`src/rtl/img_mem_seq_if.sv`:
```
// Bundle between the image memory sequencer, the word memory and the processing unit.
// master = sequencer side; slave = memory, processing unit and top-level controller.
interface img_mem_seq_if;
    logic        start;
    logic [7:0]  mem_rd_adr;
    logic [31:0] mem_rd_data;
    logic        mem_write_en;
    logic [31:0] out_data;
    logic        out_valid;
    logic        out_ready;
    logic        out_last;
    logic        proc_done;
    logic [3:0]  pass_idx;
    logic        busy;
    logic        done;

    modport master (
        input  start, mem_rd_data, out_ready, proc_done,
        output mem_rd_adr, mem_write_en, out_data, out_valid, out_last, pass_idx, busy, done
    );

    modport slave (
        output start, mem_rd_data, out_ready, proc_done,
        input  mem_rd_adr, mem_write_en, out_data, out_valid, out_last, pass_idx, busy, done
    );
endinterface

```
`src/rtl/img_mem_seq_ctrl.sv`:
```
// Image word memory sequencer: streams NUM_WORDS words per pass, waits for processing,
// pulses write-back, repeats NUM_PASSES times and signals done.
module img_mem_seq_ctrl #(
    parameter int unsigned BASE_RD_ADR = 0,
    parameter int unsigned NUM_WORDS   = 16,
    parameter int unsigned NUM_PASSES  = 4
) (
    input  logic           clk,
    input  logic           rst,
    img_mem_seq_if.master  bus
);
    localparam int unsigned ADR_W  = 8;
    localparam int unsigned CNT_W  = 9;
    localparam int unsigned PASS_W = 4;

    localparam logic [ADR_W-1:0]  BASE_ADR  = ADR_W'(BASE_RD_ADR);
    localparam logic [CNT_W-1:0]  LAST_CNT  = CNT_W'(NUM_WORDS - 1);
    localparam logic [PASS_W-1:0] LAST_PASS = PASS_W'(NUM_PASSES - 1);
    localparam logic              ONE_WORD  = (NUM_WORDS == 1);

    if (NUM_WORDS < 1 || NUM_WORDS > 256) begin : g_bad_words
        $error("img_mem_seq_ctrl: NUM_WORDS must be 1..256");
    end
    if (NUM_PASSES < 1 || NUM_PASSES > 16) begin : g_bad_passes
        $error("img_mem_seq_ctrl: NUM_PASSES must be 1..16");
    end
    if (BASE_RD_ADR + NUM_WORDS - 1 > 255) begin : g_bad_range
        $error("img_mem_seq_ctrl: BASE_RD_ADR+NUM_WORDS-1 exceeds 255");
    end

    typedef enum logic [2:0] {
        S_IDLE,
        S_READ,
        S_WAIT_PROC,
        S_WRITE,
        S_DONE
    } state_e;

    state_e              state_q, state_d;
    logic [ADR_W-1:0]    adr_q, adr_d;
    logic [CNT_W-1:0]    cnt_q, cnt_d;
    logic [CNT_W-1:0]    cnt_inc;
    logic [PASS_W-1:0]   pass_q, pass_d;
    logic                out_valid_q, out_valid_d;
    logic                out_last_q, out_last_d;
    logic                mem_write_en_q, mem_write_en_d;
    logic                busy_q, busy_d;
    logic                done_q, done_d;

    // Next-state and registered-output decode; pulses default low every cycle
    always_comb begin
        state_d        = state_q;
        adr_d          = adr_q;
        cnt_d          = cnt_q;
        pass_d         = pass_q;
        out_valid_d    = out_valid_q;
        out_last_d     = out_last_q;
        busy_d         = busy_q;
        mem_write_en_d = 1'b0;
        done_d         = 1'b0;
        cnt_inc        = cnt_q + CNT_W'(1);

        unique case (state_q)
            S_IDLE: begin
                if (bus.start) begin
                    state_d     = S_READ;
                    adr_d       = BASE_ADR;
                    cnt_d       = '0;
                    pass_d      = '0;
                    out_valid_d = 1'b1;
                    out_last_d  = ONE_WORD;
                    busy_d      = 1'b1;
                end
            end
            S_READ: begin
                if (bus.out_ready) begin
                    if (cnt_q == LAST_CNT) begin
                        // Final beat: park the address back at the base, never past the last word
                        state_d     = S_WAIT_PROC;
                        adr_d       = BASE_ADR;
                        cnt_d       = '0;
                        out_valid_d = 1'b0;
                        out_last_d  = 1'b0;
                    end else begin
                        adr_d      = adr_q + ADR_W'(1);
                        cnt_d      = cnt_inc;
                        out_last_d = (cnt_inc == LAST_CNT);
                    end
                end
            end
            S_WAIT_PROC: begin
                if (bus.proc_done) begin
                    state_d        = S_WRITE;
                    mem_write_en_d = 1'b1;
                end
            end
            S_WRITE: begin
                if (pass_q < LAST_PASS) begin
                    state_d     = S_READ;
                    pass_d      = pass_q + PASS_W'(1);
                    cnt_d       = '0;
                    out_valid_d = 1'b1;
                    out_last_d  = ONE_WORD;
                end else begin
                    state_d = S_DONE;
                    done_d  = 1'b1;
                end
            end
            S_DONE: begin
                state_d = S_IDLE;
                busy_d  = 1'b0;
            end
            default: begin
                state_d     = S_IDLE;
                out_valid_d = 1'b0;
                out_last_d  = 1'b0;
                busy_d      = 1'b0;
            end
        endcase
    end

    always_ff @(posedge clk) begin
        if (rst) begin
            state_q        <= S_IDLE;
            adr_q          <= BASE_ADR;
            cnt_q          <= '0;
            pass_q         <= '0;
            out_valid_q    <= 1'b0;
            out_last_q     <= 1'b0;
            mem_write_en_q <= 1'b0;
            busy_q         <= 1'b0;
            done_q         <= 1'b0;
        end else begin
            state_q        <= state_d;
            adr_q          <= adr_d;
            cnt_q          <= cnt_d;
            pass_q         <= pass_d;
            out_valid_q    <= out_valid_d;
            out_last_q     <= out_last_d;
            mem_write_en_q <= mem_write_en_d;
            busy_q         <= busy_d;
            done_q         <= done_d;
        end
    end

    assign bus.mem_rd_adr   = adr_q;
    assign bus.out_data     = bus.mem_rd_data;
    assign bus.out_valid    = out_valid_q;
    assign bus.out_last     = out_last_q;
    assign bus.mem_write_en = mem_write_en_q;
    assign bus.pass_idx     = pass_q;
    assign bus.busy         = busy_q;
    assign bus.done         = done_q;
endmodule
```
`src/flat_wrapper.sv`:
```
// flat-port wrapper written by rule: the top's interface ports become plain ports
module img_mem_seq_ctrl_flat 
#(
    parameter int unsigned BASE_RD_ADR = 0,
    parameter int unsigned NUM_WORDS   = 16,
    parameter int unsigned NUM_PASSES  = 4
)
  (clk, rst, bus_start, bus_mem_rd_data, bus_out_ready, bus_proc_done, bus_mem_rd_adr, bus_mem_write_en, bus_out_data, bus_out_valid, bus_out_last, bus_pass_idx, bus_busy, bus_done);
  img_mem_seq_if bus_i ();
  input  logic clk;
  input  logic rst;
  input wire logic [$bits(bus_i.start)-1:0] bus_start;
  input wire logic [$bits(bus_i.mem_rd_data)-1:0] bus_mem_rd_data;
  input wire logic [$bits(bus_i.out_ready)-1:0] bus_out_ready;
  input wire logic [$bits(bus_i.proc_done)-1:0] bus_proc_done;
  output wire logic [$bits(bus_i.mem_rd_adr)-1:0] bus_mem_rd_adr;
  output wire logic [$bits(bus_i.mem_write_en)-1:0] bus_mem_write_en;
  output wire logic [$bits(bus_i.out_data)-1:0] bus_out_data;
  output wire logic [$bits(bus_i.out_valid)-1:0] bus_out_valid;
  output wire logic [$bits(bus_i.out_last)-1:0] bus_out_last;
  output wire logic [$bits(bus_i.pass_idx)-1:0] bus_pass_idx;
  output wire logic [$bits(bus_i.busy)-1:0] bus_busy;
  output wire logic [$bits(bus_i.done)-1:0] bus_done;
  assign bus_i.start = bus_start;
  assign bus_i.mem_rd_data = bus_mem_rd_data;
  assign bus_i.out_ready = bus_out_ready;
  assign bus_i.proc_done = bus_proc_done;
  assign bus_mem_rd_adr = bus_i.mem_rd_adr;
  assign bus_mem_write_en = bus_i.mem_write_en;
  assign bus_out_data = bus_i.out_data;
  assign bus_out_valid = bus_i.out_valid;
  assign bus_out_last = bus_i.out_last;
  assign bus_pass_idx = bus_i.pass_idx;
  assign bus_busy = bus_i.busy;
  assign bus_done = bus_i.done;
  img_mem_seq_ctrl #(.BASE_RD_ADR(BASE_RD_ADR), .NUM_WORDS(NUM_WORDS), .NUM_PASSES(NUM_PASSES)) u_core (.clk(clk), .rst(rst), .bus(bus_i));
endmodule
```
`config.mk`:
```
export PLATFORM = sky130hd
export DESIGN_NAME = img_mem_seq_ctrl_flat
export DESIGN_NICKNAME = d
export VERILOG_FILES = /design/src/rtl/img_mem_seq_if.sv /design/src/rtl/img_mem_seq_ctrl.sv /design/src/flat_wrapper.sv
export SDC_FILE = /design/constraint.sdc
export NUM_CORES = 1
export LEC_CHECK = 0
export ABC_AREA = 1
export CORE_UTILIZATION = 38
export CTS_BUF_LIST = sky130_fd_sc_hd__clkbuf_2
export CTS_CLUSTER_DIAMETER = 30
export DETAILED_ROUTE_END_ITERATION = 7
export HOLD_SLACK_MARGIN = 0.06
export MAX_ROUTING_LAYER = met4
export PLACE_DENSITY = 0.79
export SLEW_MARGIN = 20
export SYNTH_ARGS = -nofsm -noshare
export SYNTH_HDL_FRONTEND = slang
export SYNTH_SLANG_ARGS = --single-unit
```
`constraint.sdc`:
```
create_clock -name clk -period 1.45 [get_ports clk]
set_input_delay 0.29 -clock clk [delete_from_list [all_inputs] [get_ports clk]]
set_output_delay 0.29 -clock clk [all_outputs]
set_load 0.02 [all_outputs]
```
==> results of run 1 <==
## cells in the final DEF, fill, tap and decap left out, types with 2 or more instances in the layout
master           synthesis  layout
o21ai_1                  1       3
dfxtp_1                 29      20
nand4_1                  5       5
ha_1                     4       3
nor2_8                   2       2
clkinvlp_4               0       2
nand3_2                  5       2
inv_2                    8       8
dlygate4sd2_1            0       6
a21oi_1                 18      18
dfxtp_2                  0       8
clkdlybuf4s50_1          0       4
nor2_2                   0       3
nor2_4                   2       4
nand2_4                  1       2
nand3_4                  0       3
o211ai_1                 2       2
inv_1                   21      20
nand2_2                  3       5
buf_6                    0       2
nand3_1                 19      19
nor3_1                   4       4
clkdlybuf4s15_1          0       3
nand2_1                 49      46
buf_4                   32      24
nor2_1                  22      17
clkbuf_2                 0      11
xor2_1                   2       2
## cell usage after synthesis
cell	count	area share (%)
a21boi_0	1	0.42
a21o_1	1	0.42
a21oi_1	18	5.0
a21oi_2	1	0.49
and2_1	1	0.35
and3_1	1	0.35
buf_1	1	0.21
buf_4	32	13
clkbuf_1	1	0.21
dfxtp_1	29	32
ha_1	4	2.8
inv_1	21	4.4
inv_2	8	1.7
inv_4	1	0.35
nand2_1	49	10
nand2_2	3	1.0
nand2_4	1	0.63
nand3_1	19	5.3
nand3_2	5	2.8
nand4_1	5	1.7
nor2_1	22	4.6
nor2_4	2	1.3
nor2_8	2	2.2
nor3_1	4	1.1
nor4_1	1	0.35
o211ai_1	2	0.84
o211ai_2	1	0.70
o21a_1	1	0.42
o21ai_0	3	0.84
o21ai_1	1	0.28
o21ai_2	1	0.49
o21bai_1	1	0.42
or2_1	1	0.35
or2_2	1	0.35
xnor2_1	1	0.49
xor2_1	2	0.98
## power by group through the flow
stage	Sequential (W)	Clock (W)	Combinational (W)
floorplan	0.000950	0	0.000522
global placement	0.000915	0	0.000705
CTS	0.000902	0.000634	0.000718
finish	0.000914	0.000620	0.000791
global route	0.000922	0.000668	0.000864
detailed placement	0.000917	0	0.000716
## through the flow
stage	util [%]	instance area, µm²	worst slack, ns
floorplan	-	1790	0.00817
global placement	44.7	1980	-0.169
detailed placement	44.7	1980	-0.245
CTS	46.4	2060	0.0000602
global route	48.9	2170	-0.0707
finish	48.9	2170	0.0216
## cell families after synthesis
family	Yosys count	share of synthesized area, %
xor+xnor	3	1.47
compound gates	31	10.3
flops	29	32.4
fa+ha+maj	4	2.79
buf+inv	64	20.3
simple gates	117	32.8
## state kept, by name, indices dropped and copies added (netlist names)
signal	cells
u_core.cnt_q	9
u_core.bus.mem_rd_adr	8
u_core.bus.done	1
u_core.bus.pass_idx	4
u_core.bus.out_valid	1
u_core.bus.out_last	1
u_core.state_q	3
u_core.bus.mem_write_en	1
u_core.bus.busy	1
## layout make-up
type,instances,area (µm²)
timing repair buffer,47,372
clock buffer,5,25.0
multi-input combinational,155,953
fill,413,2270
inverter,30,119
sequential,29,594
clock inverter,3,46.3
tap,52,65.1
## worst reg2reg max path: stages, from the launching register on
cell and delay [ns]:
dfxtp_2 0.38, buf_4 0.13, clkinvlp_4 0.12, nor2_4 0.18, nand3_1 0.08, nand2_1 0.08
nand3_1 0.09, nor2_1 0.11, nand3_1 0.09, a21oi_1 0.14
## path summary, 6_finish.rpt
kind / start / endpoint / slack, ns / cells after the start
worst max-delay path: u_core.cnt_q[0] / u_core.bus.out_last / 0.02 / 9
worst min-delay path: bus_proc_done / u_core.bus.mem_write_en / 0.45 / 3
worst max register to register: u_core.cnt_q[0] / u_core.bus.out_last / 0.02 / 9
worst min register to register: u_core.bus.busy / u_core.bus.busy / 0.47 / 2
## metal layers
metal  vias up  wire (µm)  part of all wire [%]  GRT usage, %
li1        817          -                     -             -
met1       729       1730                    44          17.7
met2        52       1890                    48          25.2
met3         6        275                   7.0          4.27
met4         0         38                  0.97          5.78
met5         -          0                     0             -
## repair_timing
item	4_1_cts	5_1_grt
setup buffers	0	4
endpoints found under the hold margin	0	0
pin swaps	0	11
gates cloned	0	0
endpoints found under the setup margin	23	32
resized for setup	33	41
==> out/metrics.yaml, run 1 <==
path_cells: "buf_4, clkinvlp_4, nor2_4, nand3_1, nand2_1, nand3_1, nor2_1, nand3_1, a21oi_1"
crit_required_ns: 1.79
synth.distinct_cells: 36
clock_skew_ns: 0.0200
drv_cap: 0
hold_path_class: "input port to flop"
viasPerCell: 5.00
hold_buffers: 0
drt_iter0_markers: 72
hold_violations: 0
die_y_um: 70.7
cts_tree: "done"
grt-ovfl-total: 0
post-dp-hpwl_mm: 2.78
boundaryPins: 86
crit_type: "flop to flop"
p_comb_share_pct: 34.0
cp_max_fo: 5
portBuffers: 21
firstDrtPassIters: 6
start_util_pct: 40.3
dp.cells: 309
fin_crit_ns: 1.43
routed_wl_mm: 3.93
switching_share_pct: 36.8
syn_area_um2: 1790
clockBufferDepth: 2
synth_seq_cells: 29
timing.critical_path.mode_cell: "nand3_1"
setup-violations-final: 0
slew_headroom_pct: 78.2
clock_sinks: 29
total_power_w: 0.00232
syn_avg_cell_area_um2: 7.22
area_growth_pct: 21.4
tns_ns: 0
root_buffer: "clkbuf_2"
power.internal_w: 0.00147
vias: 1604
violations: "design-rule violations"
nets: 309
period_share_pct: 98.5
tightest_slew_ns: 0.326
grt_setup_unrepaired: "yes"
worst_path_max_delay_cell: "dfxtp_2"
grt_first_pass_wirelength_mm: 5.92
numCtsBuffers: 5
htree_levels: 2
p_switching_w: 0.000856
worst-path-buf-inv: 2
grt_max_degree: 22
die_x_um: 70.7
finalNonFillerCells: 321
seq_area_frac_synth_pct: 32.4
clk_pin_slew_ns: 0.18
max_freq_mhz: 700
cp-end-kind: "flop"
antenna_left: 0
diodes: 0
p_per_area_nw_per_um2: 1070
antenna_found_initial: 0
cp_slowest_stage_delay_ns: 0.38
crit_family: "simple AND/OR/NAND/NOR gates"
drive_above_1_share_pct: 33.1
synthCells: 248
crit_arrival_ns: 1.77
drc_errors: 10
final_max_slew_viol_count: 0
gp_congestion: 0.902
grt.total_usage_pct: 15.3
cp-start-kind: "flop"
mappedNetlistNets: 289
num_rows: 24
post_drt_wl_per_cell_um: 12.2
core-area_um2: 4440
clock_latency_ns: 0.39
ys_warn_count: 0
clkPwrFrac_pct: 26.7
die-area_um2: 4990
outcome: "finished with violations"
max-vdd-ir-drop_mv: 0.762
power.leakage_nw: 0.994
seqPwrFrac_pct: 39.3
timing.hold.ws_ns: 0.454
grt_pass1_vias: 1403
No activity file was read; power rests on OpenSTA's default activity.
==> inputs of run 2 (changes only) <==
--- a/config.mk
+++ b/config.mk
@@ -13,7 +13,7 @@
 export HOLD_SLACK_MARGIN = 0.06
 export MAX_ROUTING_LAYER = met4
 export PLACE_DENSITY = 0.79
-export SLEW_MARGIN = 20
+export SLEW_MARGIN = 25
 export SYNTH_ARGS = -nofsm -noshare
 export SYNTH_HDL_FRONTEND = slang
 export SYNTH_SLANG_ARGS = --single-unit
==> results of run 2 <==
Final layout, timing and power as in run 1 (identical DEF).
==> inputs of run 3 (changes only) <==
--- a/config.mk
+++ b/config.mk
@@ -10,9 +10,10 @@
 export CTS_BUF_LIST = sky130_fd_sc_hd__clkbuf_2
 export CTS_CLUSTER_DIAMETER = 30
 export DETAILED_ROUTE_END_ITERATION = 7
+export GPL_TIMING_DRIVEN = 0
 export HOLD_SLACK_MARGIN = 0.06
 export MAX_ROUTING_LAYER = met4
-export PLACE_DENSITY = 0.79
+export PLACE_DENSITY = 0.89
 export SLEW_MARGIN = 25
 export SYNTH_ARGS = -nofsm -noshare
 export SYNTH_HDL_FRONTEND = slang
==> run 3 against run 2 <==
  * The flow still finishes with violations (design-rule violations)
  * Power decreased by 0.60%
  * Sequential cell count is the same
  * Via count grew 14%
  * Final area increased by 21%
==> out/metrics.yaml, run 3 (synthesis gave the netlist of run 1 again) <==
register_area_um2: 594
clockBufferDepth: 2
crit_type: "flop to flop"
grt_use_met3_pct: 5.27
numCtsBuffers: 5
htree_levels: 2
routed_wl_mm: 4.60
grt_setup_unrepaired: "yes"
grt_use_met2_pct: 31.4
post_drt_wl_per_cell_um: 12.2
whs_path_depth: 3
drc_errors: 10
die-area_um2: 4990
grt-ovfl-total: 0
outcome: "finished with violations"
crit_arrival_ns: 1.77
layout_commonest_cell: "buf_4"
grt_max_degree: 11
antenna_found_initial: 0
area_growth_pct: 47.1
root_buffer: "clkbuf_2"
p_comb_share_pct: 41.1
post-place-ws_ns: -0.369
violations: "design-rule violations"
clock_skew_ns: 0.0238
vias: 1835
drt_iter0_markers: 134
start_util_pct: 40.3
fin_crit_ns: 1.44
post-dp-hpwl_mm: 3.17
max-vdd-ir-drop_mv: 0.642
seqPwrFrac_pct: 40.3
cts_tree: "done"
cp_max_fo: 4
p_per_area_nw_per_um2: 877
p_switching_w: 0.000936
slew_headroom_pct: 61.8
layout.cells.most_common_list: "46 x buf_4, 45 x nand2_1, 36 x clkdlybuf4s50_1"
die_x_um: 70.7
hold_buffers: 0
power.internal_w: 0.00137
hold_path_class: "input port to flop"
crit_required_ns: 1.78
clock_sinks: 29
final_max_slew_viol_count: 0
period_share_pct: 99.2
boundaryPins: 86
diodes: 0
grt_busiest_layer: "met2"
largest_reg_flops: 9
grt_first_pass_wirelength_mm: 7.06
die_y_um: 70.7
grt.total_usage_pct: 18.1
clkPwrFrac_pct: 18.7
worstRegToRegCells: 10
regMostFlops: "u_core.cnt_q"
grt_pass1_vias: 1673
finish.utilization_pct: 59.3
multi_input_area_um2: 970
nets: 364
power.leakage_nw: 1.20
gp_congestion: 0.886
switching_share_pct: 40.5
tns_ns: 0
cp-end-kind: "flop"
portBuffers: 53
antenna_left: 0
fin_ws_ns: 0.0121
hold_violations: 0
drive_above_1_share_pct: 37.0
clk_pin_slew_ns: 0.17
tightest_slew_ns: 0.573
drv_cap: 0
fillCellCount: 396
num_rows: 24
max_freq_mhz: 695
firstDrtPassIters: 6
grtUsageMet1_pct: 19.8
viasPerCell: 4.88
cp-start-kind: "flop"
clock_latency_ns: 0.40
core-area_um2: 4440
setup-violations-final: 0
-- run 3: changes by cell type in the layout (fill, tap and decap cells not counted), sizes merged --
cell           delta
clkdlybuf4s15     -1
dlygate4sd2       -2
clkdlybuf4s50    +32
clkbuf            +5
buf              +21
bufinv            -1
clkinv            +1
-- run 3: repair_timing --
action / CTS / global route
buffers inserted: 7 / 8
gates resized for setup: 46 / 38
pin swaps: 5 / 13
endpoints found under the setup margin: 32 / 35
-- run 3: critical path, cell delays in order (launching register included) --
cell and delay (ns):
dfxtp_2 0.36, ha_2 0.18, nor2_2 0.10, nand2_2 0.09, nand2_4 0.12, nand2_4 0.06, nor2_4 0.11, nand2_1 0.05
nor2_1 0.08, nand3_1 0.08, a21oi_1 0.14
-- run 3: layout make-up --
cell class                      count  share of cell area, %
Buffer                             34                   9.40
Clock buffer                        5                  0.950
Clock inverter                      3                  0.665
Inverter                           30                   4.61
Multi-Input combinational cell    155                   36.8
Sequential cell                    29                   22.6
Tap cell                           52                   2.47
Timing Repair Buffer               68                   22.6
-- run 3: through the flow --
stage	total power [W]	hold slack [ns]	instances	cell area, µm²
floorplan	0.00147	0.367	248	1790
CTS	0.00220	0.450	368	2540
detailed placement	0.00173	0.456	353	2390
global route	0.00244	0.415	376	2640
finish	0.00231	0.456	376	2640
global placement	0.00171	0.455	353	2390
-- run 3: worst paths after layout --
kind / startpoint / end / slack (ns)
worst max-delay path: u_core.bus.pass_idx[0] / u_core.bus.out_last / 0.01
worst min-delay path: bus_proc_done / u_core.bus.mem_write_en / 0.46
worst max register to register: u_core.bus.pass_idx[0] / u_core.bus.out_last / 0.01
worst min register to register: u_core.bus.out_last / u_core.bus.out_last / 0.48
-- run 3: power groups by stage --
| stage | Sequential (W) | Clock, W | Combinational [W] |
|---|---|---|---|
| 2_1_floorplan | 0.000950 | 0 | 0.000522 |
| 3_3_place_gp | 0.000929 | 0 | 0.000776 |
| 3_5_place_dp | 0.000932 | 0 | 0.000794 |
| 4_1_cts | 0.000923 | 0.000438 | 0.000842 |
| 5_1_grt | 0.000940 | 0.000480 | 0.00102 |
| 6_report | 0.000931 | 0.000431 | 0.000949 |
-- run 3: metal layers --
layer	wire [µm]	part of all wire, %
met2	2370	52
met5	0	0
met3	339	7.4
met4	49	1.1
met1	1840	40
